File: src/rtl/tri_bus_pkg.sv
// rtl/tri_bus_pkg.sv - shared types and constants for the tri-state bus arbiter
// Contents: FSM state enum, default driver count and hold limit, and the owner
// index width helper used to size owner/pointer signals.
package tri_bus_pkg;

    typedef enum logic [1:0] {
        ST_IDLE = 2'd0,
        ST_OWN  = 2'd1,
        ST_TURN = 2'd2
    } state_e;

    localparam int DEF_NUM_DRV  = 4;
    localparam int DEF_MAX_HOLD = 8;

    // Width of a driver index; never narrower than one bit.
    function automatic int idx_width(input int n);
        return (n <= 2) ? 1 : $clog2(n);
    endfunction

endpackage

File: src/rtl/tri_bus_arbiter_rr_pick.sv
// rtl/tri_bus_arbiter_rr_pick.sv - combinational round-robin winner search
// Ports:
//   req_i   - request vector, one bit per driver
//   ptr_i   - index where the search starts (highest priority)
//   win_o   - index of the first requester at or after ptr_i, wrapping
//   found_o - high when any request bit is set
module rr_pick
    import tri_bus_pkg::*;
#(
    parameter int NUM_DRV = DEF_NUM_DRV
) (
    input  logic [NUM_DRV-1:0]               req_i,
    input  logic [idx_width(NUM_DRV)-1:0]    ptr_i,
    output logic [idx_width(NUM_DRV)-1:0]    win_o,
    output logic                             found_o
);

    localparam int IW = idx_width(NUM_DRV);

    always_comb begin
        int            pos;
        logic [IW-1:0] idx;
        found_o = 1'b0;
        win_o   = '0;
        pos     = 0;
        idx     = '0;
        for (int k = 0; k < NUM_DRV; k++) begin
            // ptr_i < NUM_DRV and k < NUM_DRV, so one subtract wraps it.
            pos = int'(ptr_i) + k;
            if (pos >= NUM_DRV) begin
                pos = pos - NUM_DRV;
            end
            idx = IW'(pos);
            if (!found_o && req_i[idx]) begin
                found_o = 1'b1;
                win_o   = idx;
            end
        end
    end

endmodule

File: src/rtl/tri_bus_arbiter.sv
// rtl/tri_bus_arbiter.sv - round-robin owner of the active-low tri-state enables on one bus
// Optional feature macro: BUS_TURNAROUND_EN (inserts one all-high cycle between owners).
// Ports:
//   clk      - rising-edge clock
//   resetN   - synchronous active-low reset
//   req      - per-driver level request
//   enableN  - per-driver active-low enable, at most one bit low
//   owner    - current owner index, meaningful while bus_busy is high
//   bus_busy - high while any enable is low
//   preempt  - one-cycle pulse when an owner is released by the hold limit
module tri_bus_arbiter
    import tri_bus_pkg::*;
#(
    parameter int NUM_DRV  = DEF_NUM_DRV,
    parameter int MAX_HOLD = DEF_MAX_HOLD
) (
    input  logic                             clk,
    input  logic                             resetN,
    input  logic [NUM_DRV-1:0]               req,
    output logic [NUM_DRV-1:0]               enableN,
    output logic [idx_width(NUM_DRV)-1:0]    owner,
    output logic                             bus_busy,
    output logic                             preempt
);

    localparam int             IW       = idx_width(NUM_DRV);
    localparam logic [7:0]     HOLD_MAX = 8'(MAX_HOLD);
    localparam logic [IW-1:0]  LAST_IDX = IW'(NUM_DRV - 1);

    state_e               state_q;
    logic [NUM_DRV-1:0]   enable_q;
    logic [IW-1:0]        owner_q;
    logic [IW-1:0]        ptr_q;
    logic                 busy_q;
    logic                 preempt_q;
    logic [7:0]           hold_q;

    logic [IW-1:0]        ptr_rel;
    logic [IW-1:0]        pick_ptr;
    logic [IW-1:0]        win;
    logic                 found;
    logic [NUM_DRV-1:0]   own_mask;
    logic [NUM_DRV-1:0]   win_mask;
    logic                 own_drop;
    logic                 others;
    logic                 force_rel;

    always_comb begin
        ptr_rel   = (owner_q == LAST_IDX) ? '0 : owner_q + IW'(1);
        // While owning, search from the post-release pointer so a back-to-back
        // handover already ranks the outgoing owner last.
        pick_ptr  = (state_q == ST_OWN) ? ptr_rel : ptr_q;
        own_mask  = NUM_DRV'(1) << owner_q;
        win_mask  = NUM_DRV'(1) << win;
        own_drop  = ~|(req & own_mask);
        others    = |(req & ~own_mask);
        force_rel = ~own_drop & others & (hold_q >= HOLD_MAX);
    end

    rr_pick #(
        .NUM_DRV (NUM_DRV)
    ) u_rr_pick (
        .req_i   (req),
        .ptr_i   (pick_ptr),
        .win_o   (win),
        .found_o (found)
    );

    always_ff @(posedge clk) begin
        if (!resetN) begin
            state_q   <= ST_IDLE;
            enable_q  <= '1;
            owner_q   <= '0;
            ptr_q     <= '0;
            busy_q    <= 1'b0;
            preempt_q <= 1'b0;
            hold_q    <= '0;
        end else begin
            preempt_q <= 1'b0;
            case (state_q)
                ST_OWN: begin
                    if (own_drop || force_rel) begin
                        preempt_q <= force_rel;
                        ptr_q     <= ptr_rel;
`ifdef BUS_TURNAROUND_EN
                        enable_q  <= '1;
                        busy_q    <= 1'b0;
                        hold_q    <= '0;
                        state_q   <= ST_TURN;
`else
                        if (found) begin
                            enable_q <= ~win_mask;
                            owner_q  <= win;
                            busy_q   <= 1'b1;
                            hold_q   <= 8'd1;
                        end else begin
                            enable_q <= '1;
                            busy_q   <= 1'b0;
                            hold_q   <= '0;
                            state_q  <= ST_IDLE;
                        end
`endif
                    end else if (hold_q < HOLD_MAX) begin
                        hold_q <= hold_q + 8'd1;
                    end
                end
                default: begin
                    // IDLE, and the single TURN cycle, both grant from ptr_q.
                    if (found) begin
                        enable_q <= ~win_mask;
                        owner_q  <= win;
                        busy_q   <= 1'b1;
                        hold_q   <= 8'd1;
                        state_q  <= ST_OWN;
                    end else begin
                        enable_q <= '1;
                        busy_q   <= 1'b0;
                        hold_q   <= '0;
                        state_q  <= ST_IDLE;
                    end
                end
            endcase
        end
    end

    assign enableN  = enable_q;
    assign owner    = owner_q;
    assign bus_busy = busy_q;
    assign preempt  = preempt_q;

endmodule

File: config.mk
export PLATFORM = sky130hd
export DESIGN_NAME = tri_bus_arbiter
export DESIGN_NICKNAME = d
export VERILOG_FILES = /design/src/rtl/tri_bus_pkg.sv /design/src/rtl/tri_bus_arbiter_rr_pick.sv /design/src/rtl/tri_bus_arbiter.sv
export SDC_FILE = /design/constraint.sdc
export NUM_CORES = 1
export LEC_CHECK = 0
export BUFFER_PORTS_ARGS = -buffer_cell sky130_fd_sc_hd__clkbuf_2
export CORE_UTILIZATION = 50
export CTS_CLUSTER_SIZE = 14
export DETAILED_ROUTE_END_ITERATION = 8
export GPL_ROUTABILITY_DRIVEN = 0
export PLACE_DENSITY = 0.71
export REMOVE_ABC_BUFFERS = 1
export SKIP_CTS_REPAIR_TIMING = 1
export SLEW_MARGIN = 20
export SYNTH_ARGS = -nofsm -noshare
export SYNTH_HDL_FRONTEND = slang
export SYNTH_SLANG_ARGS = --single-unit
File: constraint.sdc
create_clock -name clk -period 3.5 [get_ports clk]
set_clock_uncertainty 0.15 [all_clocks]
set_input_delay 0.525 -clock clk [delete_from_list [all_inputs] [get_ports clk]]
set_output_delay 0.525 -clock clk [all_outputs]
set_load 0.01 [all_outputs]
==> results of run 1 <==
## sequential cells by signal, indices dropped and copies added, names as in the netlist
signal	cells
hold_q	8
owner	2
state_q	1
bus_busy	1
ptr_q	2
preempt	1
enableN	4
## synth_stat cells, drive strengths merged, types with 3 or more instances
| library cell | n |
|---|---|
| nor4 | 3 |
| inv | 9 |
| o21ai | 4 |
| a21oi | 7 |
| ha | 6 |
| nand2b | 7 |
| nor2 | 5 |
| and3 | 5 |
| a2bb2oi | 4 |
| dfxtp | 19 |
| nand2 | 7 |
| or4 | 3 |
## power by group through the flow
stage	Combinational, uW	Clock (uW)	Sequential [uW]
CTS	117	112	243
floorplan	78.4	0	250
finish	118	108	243
global placement	115	0	247
detailed placement	116	0	248
global route	128	121	246
## how the worst max path moves through the flow
stage | slack [ns] | endpoint
2_1_floorplan | 1.29 | enableN[3]$_SDFFE_PN1P_
3_3_place_gp | 1.17 | enableN[3]$_SDFFE_PN1P_
3_5_place_dp | 1.11 | enableN[3]$_SDFFE_PN1P_
4_1_cts | 1.07 | enableN[3]$_SDFFE_PN1P_
5_1_grt | 0.84 | enableN[1]$_SDFFE_PN1P_
6_report | 1.03 | enableN[3]$_SDFFE_PN1P_
## cell families after synthesis
logic type	Yosys count	share of synthesized area
flops	19	0.392
compound gates	24	0.179
simple gates	40	0.259
xor+xnor	2	0.0180
mux	3	0.0322
buf+inv	10	0.0425
fa+ha+maj	6	0.0773
## through the flow
| step | instance area (um2) | hold WS [ns] |
|---|---|---|
| 5_1_grt | 1090 | 0.353 |
| 3_3_place_gp | 1070 | 0.305 |
| 6_report | 1090 | 0.330 |
| 2_1_floorplan | 963 | 0.292 |
| 3_5_place_dp | 1070 | 0.306 |
| 4_1_cts | 1090 | 0.331 |
## critical path, cell delays in order (launching register included)
cell,delay [ns]
dfxtp_1,0.46
inv_1,0.10
ha_1,0.34
mux2_2,0.29
and4_1,0.20
nor4_1,0.49
and3_1,0.27
a2bb2oi_1,0.07
## cell type report
cell class | count | area, um2 | area share
Multi-Input combinational cell | 75 | 549 | 0.502
Sequential cell | 19 | 380 | 0.348
Timing Repair Buffer | 14 | 72.6 | 0.0664
Inverter | 9 | 33.8 | 0.0309
Tap cell | 25 | 31.3 | 0.0286
Clock buffer | 4 | 26.3 | 0.0240
## routing by layer
metal | wire (um) | vias to the layer above
met5 | 0 | -
met4 | 29 | 0
met3 | 98 | 4
met2 | 938 | 20
met1 | 837 | 385
li1 | - | 409
==> impl_metrics.toml, run 1 <==
[power]
p_sw_frac = 0.297
p_switching_uw = 139
p_clk_frac = 0.231
p_leak_uw = 0.000485
pwr-share-seq = 0.518
power_uw = 469
p_int_uw = 330
pwr-share-comb = 0.251
p_per_area_nw_per_um2 = 429
vdd_drop_max_mv = 0.267

[yosys]
ys_async_sr_fraction = 0
synth.top_cell.area_share = 0.392
synth_edf_count = 0
yosysSeqAreaShare = 0.392
ys_warn_count = 0
ys_seq_elements = 19
synth_area_leaders = "dfxtp_1 39%, ha_1 7.7%, nand2b_1 3.9%, a2bb2oi_1 3.6%, inv_1 3.5%"
synth_area_per_cell_um2 = 9.34
synth_top_cell_by_area = "dfxtp_1"
synth_cell_types = 37
syn_area_um2 = 971
syn_inst = 104
ys.flop_type = "dfxtp_1"

[drt]
final_antenna_net_count = 0
num_vias = 818
wirelength_mm = 1.90
vias_per_cell = 5.60
wl_per_cell_um = 13.0
post-route-drc-count = 0
first_pass_iters = 4
drt_iter0_drc = 17

[worst_setup_path]
critPathLaunchType = "register"
r2r_cells = 7
worstSetupEndpointType = "register"
worstPathMaxFanout = 8
path_class = "reg2reg"
reg2reg_to = "enableN[3]$_SDFFE_PN1P_"
crit_required_ns = 3.55
timing.rr.start = "owner[0]$_SDFFE_PN0P_"
startpoint = "owner[0]$_SDFFE_PN0P_"
rrSetupSlack_ns = 1.03
crit_arrival_ns = 2.52

[placement]
dp_slack_ns = 1.11
place_inst = 142
io_buffers = 13
hpwl_mm = 1.48

[grt]
grt_overflow = 0
grt_use_total = 0.205
grt_start_max_net_pins = 11
grt_first_pass_wirelength_mm = 3.06
antenna_found_initial = 0
met3_usage = 0.0510
grt_pass1_vias = 735
gr-usage-met1 = 0.249
top_usage_layer = "met2"
use_met2 = 0.332

[hold_path]
min_to = "bus_busy$_SDFFE_PN0P_"
holdPathStages = 1
hp-start = "bus_busy$_SDFFE_PN0P_"
min_path_type = "reg2reg"

[timing]
rsz0062_at_grt = "no"
fmax_mhz = 405
tns_ns = 0
fin_ws_ns = 1.03
setup_violations = 0
fin_crit_sh = 0.706
worst_pin_slew_ns = 0.529
fin_crit_ns = 2.47
finalHoldViolations = 0
slew_violations = 0
slew_headroom = 0.644

[final_layout]
final_cell_mix = "19 x dfxtp_1, 13 x clkbuf_2, 9 x inv_1"
layout_commonest_cell = "dfxtp_1"
drive_gt1_frac = 0.223
diodes = 0
syn2layout_area_growth_pct = 12.6
final_cells = 146
nFillCells = 162
nets = 134
finish.utilization = 0.620

[clock_tree]
worstSkewPairLatency_ns = 0.29
cts_tree = "built"
clk_pin_slew_ns = 0.10
clockBufferDepth = 2
cts-root-buf = "clkbuf_4"
cts_sinks = 19
htreeDepth = 1
cts-buffers-inserted = 3

[die]
io_pins = 14
floorplan.die_area_um2 = 2120
core-area_um2 = 1760
start_util = 0.550
die_h_um = 46.1
num_rows = 15
dieWidth_um = 46.1

[flow_run]
max_cap_violations = 0

[run_status]
status = "finished, final reports clean"
(Power assumes the default switching activity.)
==> inputs of run 2 (changes only) <==
--- a/config.mk
+++ b/config.mk
@@ -6,11 +6,11 @@
 export NUM_CORES = 1
 export LEC_CHECK = 0
 export BUFFER_PORTS_ARGS = -buffer_cell sky130_fd_sc_hd__clkbuf_2
-export CORE_UTILIZATION = 50
+export CORE_UTILIZATION = 49
 export CTS_CLUSTER_SIZE = 14
 export DETAILED_ROUTE_END_ITERATION = 8
 export GPL_ROUTABILITY_DRIVEN = 0
-export PLACE_DENSITY = 0.71
+export PLACE_DENSITY = 0.73
 export REMOVE_ABC_BUFFERS = 1
 export SKIP_CTS_REPAIR_TIMING = 1
 export SLEW_MARGIN = 20
==> constraint.sdc (replaced) <==
create_clock -name clk -period 2 [get_ports clk]
set_clock_uncertainty 0.15 [all_clocks]
set_input_delay 0.3 -clock clk [delete_from_list [all_inputs] [get_ports clk]]
set_output_delay 0.3 -clock clk [all_outputs]
set_load 0.01 [all_outputs]
==> run 2 against run 1 <==
  * The run now ends with negative setup slack left
  * Non-clock buffer count up 20
  * Via count up 10%
  * Global-route usage is 0.59 points higher
  * Sequential power grew 76%
  * Register-to-register slack worse by 1.1 ns
  * Power increased by 100%
  * Design area up 24%
  * Wire length is 21% higher
  * Worst hold slack got worse by 0.14 ns
  * Sequential share of layout area is 6.3 points lower
  * Critical path depth is 1 higher
  * Highest routed layer unchanged
==> impl_metrics.toml, run 2 (synthesis gave the netlist of run 1 again) <==
[run_status]
status = "finished with violations"
violations = "negative setup slack"

[worst_setup_path]
path_class = "reg2reg"
r2r_cells = 8
crit_arrival_ns = 2.14
rrSetupSlack_ns = -0.10
critPathLaunchType = "register"
worstSetupEndpointType = "register"
reg2reg_to = "enableN[1]$_SDFFE_PN1P_"
cp-endpoint = "enableN[1]$_SDFFE_PN1P_"
timing.rr.start = "owner[1]$_SDFFE_PN0P_"
worstPathMaxFanout = 4
crit_required_ns = 2.04
startpoint = "owner[1]$_SDFFE_PN0P_"

[clock_tree]
cts_tree = "built"
cts-buffers-inserted = 3
worstSkewPairLatency_ns = 0.29
clk_pin_slew_ns = 0.10
clockBufferDepth = 2
cts_sinks = 19
cts-root-buf = "clkbuf_4"
htreeDepth = 1

[placement]
hpwl_mm = 1.57
place_inst = 160
io_buffers = 13

[drt]
vias_per_cell = 5.42
wl_per_cell_um = 13.9
wirelength_mm = 2.31
num_vias = 900
drt_iter0_drc = 20
post-route-drc-count = 0
final_antenna_net_count = 0
first_pass_iters = 4

[final_layout]
diodes = 0
final_cells = 166
largest_reg_flops = 8
nets = 154
layout_commonest_cell = "buf_4"
drive_gt1_frac = 0.440
final_cell_mix = "21 x buf_4, 17 x dfxtp_1, 13 x clkbuf_2"
finish.utilization = 0.764
syn2layout_area_growth_pct = 40.2
top_register = "hold_q"

[grt]
grt_start_max_net_pins = 11
grt_pass1_vias = 812
grt_first_pass_wirelength_mm = 3.28
grt_overflow = 0
antenna_found_initial = 0
grt_use_total = 0.211

[power]
vdd_drop_max_mv = 0.516
p_leak_uw = 0.000595
p_per_area_nw_per_um2 = 704

[die]
floorplan.die_area_um2 = 2160
dieWidth_um = 46.5
core-area_um2 = 1780
die_h_um = 46.5
io_pins = 14
start_util = 0.545
num_rows = 15

[timing]
slew_headroom = 0.817
fin_ws_ns = -0.100
fmax_mhz = 476
fin_crit_sh = 1.05
fin_crit_ns = 2.10
slew_violations = 0
worst_pin_slew_ns = 0.271
finalHoldViolations = 0
setup_violations = 7
rsz0062_at_grt = "yes"

[hold_path]
min_path_type = "in2reg"

[flow_run]
max_cap_violations = 0
run 2: cell types whose count changed in the layout (fill, tap and decap cells not counted), sizes merged:
| cell | change |
|---|---|
| buf | +20 |
run 2: per-layer routing:
layer  up-vias  track usage  part of all wire
met5         -            0                 0
met2        22        0.356              0.51
met1       426        0.271              0.44
met4         0       0.0647             0.015
li1        448            -                 -
met3         4       0.0353             0.035
run 2: critical path, cell delays in order, from the launching register on:
cell and delay [ns]:
dfxtp_4 0.38, inv_1 0.12, ha_4 0.23, mux2_4 0.27
and4_1 0.17, nor4_2 0.29, buf_4 0.17, and3_4 0.18
a2bb2oi_1 0.06
run 2: layout make-up:
cell class / count / area, um2
fillers: 125 / 422
clock buffers: 4 / 26.3
flip-flops and latches: 19 / 388
repair buffers: 34 / 223
multi-input cells: 75 / 659
inverters: 9 / 33.8
well taps: 25 / 31.3
run 2: stage by stage:
step                total power (uW)  setup slack [ns]  instance area, um2  setup TNS, ns  hold slack, ns
floorplan                        575            -0.206                 963          -1.40           0.292
global placement                 696            -0.333                1200          -2.61           0.299
detailed placement               700            -0.425                1200          -3.67           0.311
CTS                              881            -0.451                1230          -4.14           0.183
global route                    1010            -0.144                1360         -0.859           0.187
finish                           958            -0.100                1360         -0.431           0.186
run 2: worst min path at each step:
| stage | startpoint | end | cells after the start |
|---|---|---|---|
| finish | resetN | hold_q[7]$_SDFFE_PN0P_ | 2 |
| global route | resetN | hold_q[4]$_SDFFE_PN0P_ | 2 |
| CTS | resetN | hold_q[7]$_SDFFE_PN0P_ | 2 |
| detailed placement | bus_busy$_SDFFE_PN0P_ | bus_busy$_SDFFE_PN0P_ | 1 |
| global placement | bus_busy$_SDFFE_PN0P_ | bus_busy$_SDFFE_PN0P_ | 1 |
| floorplan | hold_q[3]$_SDFFE_PN0P_ | hold_q[3]$_SDFFE_PN0P_ | 2 |
run 2: report_power, final:
part | internal (uW) | switching (uW) | total (uW)
Combinational | 188 | 157 | 346
Sequential | 404 | 22.3 | 427
Clock | 77.5 | 108 | 186
Total | 670 | 288 | 958
